## config.mk

```make
export PLATFORM = sky130hd
export DESIGN_NAME = mm_mac_sched
export DESIGN_NICKNAME = d
export VERILOG_FILES = /design/src/rtl/mm_mac_sched.sv
export SDC_FILE = /design/constraint.sdc
export NUM_CORES = 1
export LEC_CHECK = 0
export CAP_MARGIN = 10
export CORE_ASPECT_RATIO = 0.7
export CORE_MARGIN = 2
export CORE_UTILIZATION = 32
export CTS_CLUSTER_DIAMETER = 50
export DETAILED_ROUTE_END_ITERATION = 8
export HOLD_SLACK_MARGIN = 0.05
export PLACE_DENSITY_LB_ADDON = 0.3
export SETUP_SLACK_MARGIN = 0.1
export SYNTH_ARGS = -nofsm -noshare
export SYNTH_HDL_FRONTEND = slang
export SYNTH_SLANG_ARGS = --single-unit
```

## constraint.sdc

```tcl
create_clock -name clk -period 1.74 [get_ports clk]
set_input_delay 0.174 -clock clk [delete_from_list [all_inputs] [get_ports clk]]
set_output_delay 0.174 -clock clk [all_outputs]
set_load 0.005 [all_outputs]
```

## src/rtl/mm_mac_sched.sv

```systemverilog
// Operand issue and result write-back sequencer for a LANES-wide MAC matrix multiply (C = A*B).
// Define MM_SCHED_PERF_EN to build the clk_count/stall_count performance counters.
module mm_mac_sched #(
  parameter int DIM     = 8,
  parameter int LANES   = 2,
  parameter int AW      = 6,
  parameter int DW      = 19,
  parameter int MAC_LAT = 1
) (
  input  logic                  clk,
  input  logic                  reset,
  input  logic                  start,
  input  logic                  hold,
  output logic [AW-1:0]         a_addr,
  output logic [AW-1:0]         b_addr,
  output logic                  mac_en,
  output logic                  mac_first,
  input  logic [LANES*DW-1:0]   mac_out,
  output logic                  wr_en,
  output logic [AW-1:0]         wr_addr,
  output logic [DW-1:0]         wr_data,
  output logic                  busy,
  output logic                  done,
  output logic [10:0]           clk_count,
  output logic [10:0]           stall_count
);

  localparam int NG = DIM / LANES;
  localparam int KW = $clog2(DIM);
  localparam int GW = (NG > 1) ? $clog2(NG) : 1;
  localparam int CW = $clog2(LANES + 1);

  typedef enum logic [1:0] {IDLE, RUN, DRAIN, DONE} state_t;

  state_t state, state_nxt;

  logic [KW-1:0] j_cnt, k_cnt;
  logic [GW-1:0] g_cnt;
  logic          issue, last_k, last_g, last_j, final_issue, enter;
  logic [AW-1:0] group_base;

  logic [MAC_LAT-1:0] tag_pipe;
  logic [AW-1:0]      base_pipe [MAC_LAT];
  logic               capture, pipe_empty;

  logic [LANES*DW-1:0] wbuf;
  logic [AW-1:0]       wbase;
  logic [CW-1:0]       wcnt;

  assign issue       = (state == RUN) && !hold;
  assign last_k      = (k_cnt == KW'(DIM - 1));
  assign last_g      = (g_cnt == GW'(NG - 1));
  assign last_j      = (j_cnt == KW'(DIM - 1));
  assign final_issue = issue && last_k && last_g && last_j;
  assign enter       = start && ((state == IDLE) || (state == DONE));
  assign group_base  = AW'(j_cnt) * AW'(DIM) + AW'(g_cnt) * AW'(LANES);
  assign capture     = tag_pipe[MAC_LAT-1];
  assign pipe_empty  = (tag_pipe == '0);

  always_ff @(posedge clk or negedge reset) begin
    if (!reset) state <= IDLE;
    else        state <= state_nxt;
  end

  always_comb begin
    state_nxt = state;
    unique case (state)
      IDLE:  if (start) state_nxt = RUN;
      RUN:   if (final_issue) state_nxt = DRAIN;
      DRAIN: if (pipe_empty && (wcnt <= CW'(1))) state_nxt = DONE;
      DONE:  if (start) state_nxt = RUN;
      default: state_nxt = IDLE;
    endcase
  end

  always_comb begin
    mac_en    = issue;
    mac_first = issue && (k_cnt == '0);
    busy      = (state == RUN) || (state == DRAIN);
    done      = (state == DONE);
  end

  // Loop order j (column) / g (lane group) / k (term); counters freeze while hold is high.
  always_ff @(posedge clk or negedge reset) begin
    if (!reset) begin
      j_cnt <= '0;
      g_cnt <= '0;
      k_cnt <= '0;
    end else if (enter) begin
      j_cnt <= '0;
      g_cnt <= '0;
      k_cnt <= '0;
    end else if (issue) begin
      if (last_k) begin
        k_cnt <= '0;
        if (last_g) begin
          g_cnt <= '0;
          j_cnt <= j_cnt + KW'(1);
        end else begin
          g_cnt <= g_cnt + GW'(1);
        end
      end else begin
        k_cnt <= k_cnt + KW'(1);
      end
    end
  end

  assign a_addr = AW'(k_cnt) * AW'(DIM) + AW'(g_cnt) * AW'(LANES);
  assign b_addr = AW'(j_cnt) * AW'(DIM) + AW'(k_cnt);

  // Last-term tag and its result base address ride alongside the MAC latency.
  always_ff @(posedge clk or negedge reset) begin
    if (!reset) begin
      tag_pipe <= '0;
      for (int i = 0; i < MAC_LAT; i++) base_pipe[i] <= '0;
    end else begin
      tag_pipe[0]  <= issue && last_k;
      base_pipe[0] <= group_base;
      for (int i = 1; i < MAC_LAT; i++) begin
        tag_pipe[i]  <= tag_pipe[i-1];
        base_pipe[i] <= base_pipe[i-1];
      end
    end
  end

  // Write buffer: lane 0 sits in the LSBs and is shifted out one lane per cycle.
  always_ff @(posedge clk or negedge reset) begin
    if (!reset) begin
      wbuf  <= '0;
      wbase <= '0;
      wcnt  <= '0;
    end else if (capture) begin
      wbuf  <= mac_out;
      wbase <= base_pipe[MAC_LAT-1];
      wcnt  <= CW'(LANES);
    end else if (wcnt != '0) begin
      wbuf  <= wbuf >> DW;
      wbase <= wbase + AW'(1);
      wcnt  <= wcnt - CW'(1);
    end
  end

  assign wr_en   = (wcnt != '0);
  assign wr_addr = wbase;
  assign wr_data = wbuf[DW-1:0];

`ifdef MM_SCHED_PERF_EN
  always_ff @(posedge clk or negedge reset) begin
    if (!reset) begin
      clk_count   <= '0;
      stall_count <= '0;
    end else if (enter) begin
      clk_count   <= '0;
      stall_count <= '0;
    end else begin
      if (busy && (clk_count != 11'h7FF))
        clk_count <= clk_count + 11'd1;
      if ((state == RUN) && hold && (stall_count != 11'h7FF))
        stall_count <= stall_count + 11'd1;
    end
  end
`else
  assign clk_count   = '0;
  assign stall_count = '0;
`endif

endmodule

```

==> impl_metrics.toml <==
[setup_path]
crit_slowest_cell = "dfrtp_1"
worstPathCellList = "ha_1 -> ha_1 -> nand4b_1 -> nand2_1 -> o211ai_1 -> mux2i_1"
path_depth = 6
cp_num_buf_inv = 0
cp-startpoint = "k_cnt[0]$_DFFE_PN0P_"
required_ns = 1.99
slowest_delay_ns = 0.43
reg2reg_slack_ns = 0.21
r2r_cells = 6
crit_path_end_kind = "flip-flop"
worstReg2RegEnd = "state[0]$_DFFE_PN0P_"
endpoint = "state[0]$_DFFE_PN0P_"
critical-path-top-delay-family = "adder cells"
worst_ep_arrival_time_ns = 1.78
worst-path-max-fanout = 6
setup.worst_path.class = "reg -> reg"
cp-start-kind = "flip-flop"
reg2reg_from = "k_cnt[0]$_DFFE_PN0P_"
path_common_cell = "ha_1"

[power]
power.share.switching_pct = 28.1
vdd_ir_drop_max_mv = 0.782
p_int_w = 0.00400
cellLeakagePower_nw = 1.95
sequentialPowerShare_pct = 35.3
combinationalPowerShare_pct = 29.2
powerDensity_nw_per_um2 = 1300
clkPwrFrac_pct = 35.5
p_sw_w = 0.00156

[detailed_routing]
num_vias = 2215
drc = 0
antenna_left = 0
avgViaCountPerCell = 4.25
drt-initial-drc-count = 144
drt_pre_antenna_iters = 4
wire_per_inst_um = 12.4
wl_um = 6450

[yosys]
synthAdderAreaFrac_pct = 5.17
synth_compound_area_share_pct = 8.48
synth_cell_types = 32
synthTopCellsByCount = "nand2_1, dfrtp_1, buf_4, o21ai_0, mux2i_1"
synth_top_area_share_pct = 49.3
synth_edf_count = 0
synthArstFlopShare_pct = 100
synth_seq_cells = 62
syn_area_um2 = 3140
synth_area_leader_cell = "dfrtp_1"
netlist_top_cells_area = "dfrtp_1, buf_4, nand2_1"
yosysWarnings = 0
synth_most_common_cell = "nand2_1"
synth-simple-area-share_pct = 12.8
syn_avg_cell_area_um2 = 9.80
seq_area_frac_synth_pct = 49.3
synth_top_family_by_area = "buffers and inverters"
synthCells = 321
synth_ff_type = "dfrtp_1"
synthMuxAreaShare_pct = 7.64
synth-xor-area-share_pct = 1.95

[sta]
final.min_clock_period_ns = 1.53
clock.fmax_mhz = 654
setup_violations = 0
finalHoldViolations = 0
fin_crit_sh_pct = 87.9
drv_slew = 0
rsz0062_at_grt = "no"
tns_ns = 0
fin_skew_ns = 0.00379

[placed_design]
io_buffers = 82
gpl.final_weighted_congestion = 0.677
hpwl_um = 4590

[grt]
grt_overflow_total = 0
grt_max_degree = 40
antenna_found_initial = 0
grt_pass1_vias = 2177
grt_first_pass_wirelength_um = 10600
grt_usage_pct = 13.2

[die]
chipHeight_um = 86.9
io_pins = 106
core-area_um2 = 9610
die_area_um2 = 10600
die-width_um = 122
rows = 30
initial_core_util_pct = 32.7

[hold_path]
holdCritPathClass = "in -> async"

[cts]
cts_tree = "done"
clkSlewWorstSetupHoldPaths_ns = 0.05
worstSkewPairLatency_ns = 0.33
clk_path_buf_depth = 2
cts_num_sinks = 62
numCtsBuffers = 9
cts-root-buf = "clkbuf_16"
htreeDepth = 3

[final_layout]
area_growth_syn_to_layout_pct = 35.6
final_core_utilization_pct = 44.4
fin_nets = 443
diodes = 0
layout-drive-gt1-share_pct = 10.2

[run]
maxCapViolCount = 0

[outcome]
status = "finished, final reports clean"
==> cell usage in the layout (no fill, tap or decap), drive strengths merged, types with 5 or more instances in the layout <==
master	count
a21oi	5
nor2	7
mux2i	24
clkbuf	15
ha	13
nand2	69
conb	23
dfrtp	62
clkdlybuf4s50	76
xor2	6
o21ai	44
buf	13
inv	10
==> kinds of logic after synthesis <==
kind of cell / after synthesis
multiplexers: 24
adder cells (fa/ha/maj): 13
XOR/XNOR: 7
other: 1
AO/OA/AOI/OAI: 51
AND/OR/NAND/NOR: 92
buffers and inverters: 71
flip-flops: 62
==> registers in the layout, summed over array words and instances (netlist names) <==
| name | cells |
|---|---|
| j_cnt | 3 |
| wcnt | 2 |
| capture | 1 |
| base_pipe | 5 |
| g_cnt | 2 |
| wbuf | 38 |
| k_cnt | 3 |
| wr_addr | 6 |
| state | 2 |
==> repair_timing <==
item                                   CTS  global route
setup endpoints to repair                4             3
hold buffers                             1             0
endpoints found under the hold margin   13             0
setup buffers                            3             0
pin swaps                                1             0
gates resized for setup                 12             4
==> cell type report <==
class,count,area (um2)
timing repair buffer,95,931
multi-input combinational,210,1240
inverter,10,40.0
tap,128,160
fill,949,5350
clock inverter,3,65.1
sequential,62,1550
clock buffer,13,270
==> metal layers <==
metal	GRT usage, %	vias up	routed length, um
li1	-	1119	-
met1	17.5	1034	3200
met2	19.5	54	2770
met4	4.39	0	96
met3	5.43	8	390
met5	0	-	0
==> power groups by stage <==
stage                     sequential, W  clock, W  combinational, W
after global placement          0.00198         0           0.00159
final                           0.00196   0.00198           0.00162
after global routing            0.00201   0.00212           0.00180
after floorplan                 0.00194         0           0.00101
after CTS                       0.00197   0.00203           0.00166
after detailed placement        0.00200         0           0.00161
==> worst min-delay path by stage <==
stage | from | to | cells past startpoint
after floorplan | reset | base_pipe[1]$_DFF_PN0_ | 0
after global placement | reset | wbuf[26]$_DFFE_PN0P_ | 1
after detailed placement | reset | wbuf[26]$_DFFE_PN0P_ | 1
after CTS | reset | wbuf[26]$_DFFE_PN0P_ | 2
after global routing | reset | wbuf[26]$_DFFE_PN0P_ | 2
final | reset | wbuf[26]$_DFFE_PN0P_ | 2
==> through the flow <==
stage / instances / hold WS, ns / worst slack (ns) / instance area [um2] / total power, W
final: 521 / 0.302 / 0.211 / 4260 / 0.00556
after global routing: 521 / 0.318 / 0.111 / 4260 / 0.00593
after CTS: 521 / 0.305 / 0.0252 / 4270 / 0.00565
after detailed placement: 501 / 0.101 / 0.0814 / 3880 / 0.00360
after global placement: 501 / 0.109 / 0.100 / 3880 / 0.00358
after floorplan: 343 / -0.122 / 0.340 / 3230 / 0.00295
Note: power is estimated with default switching activity, not from simulation.
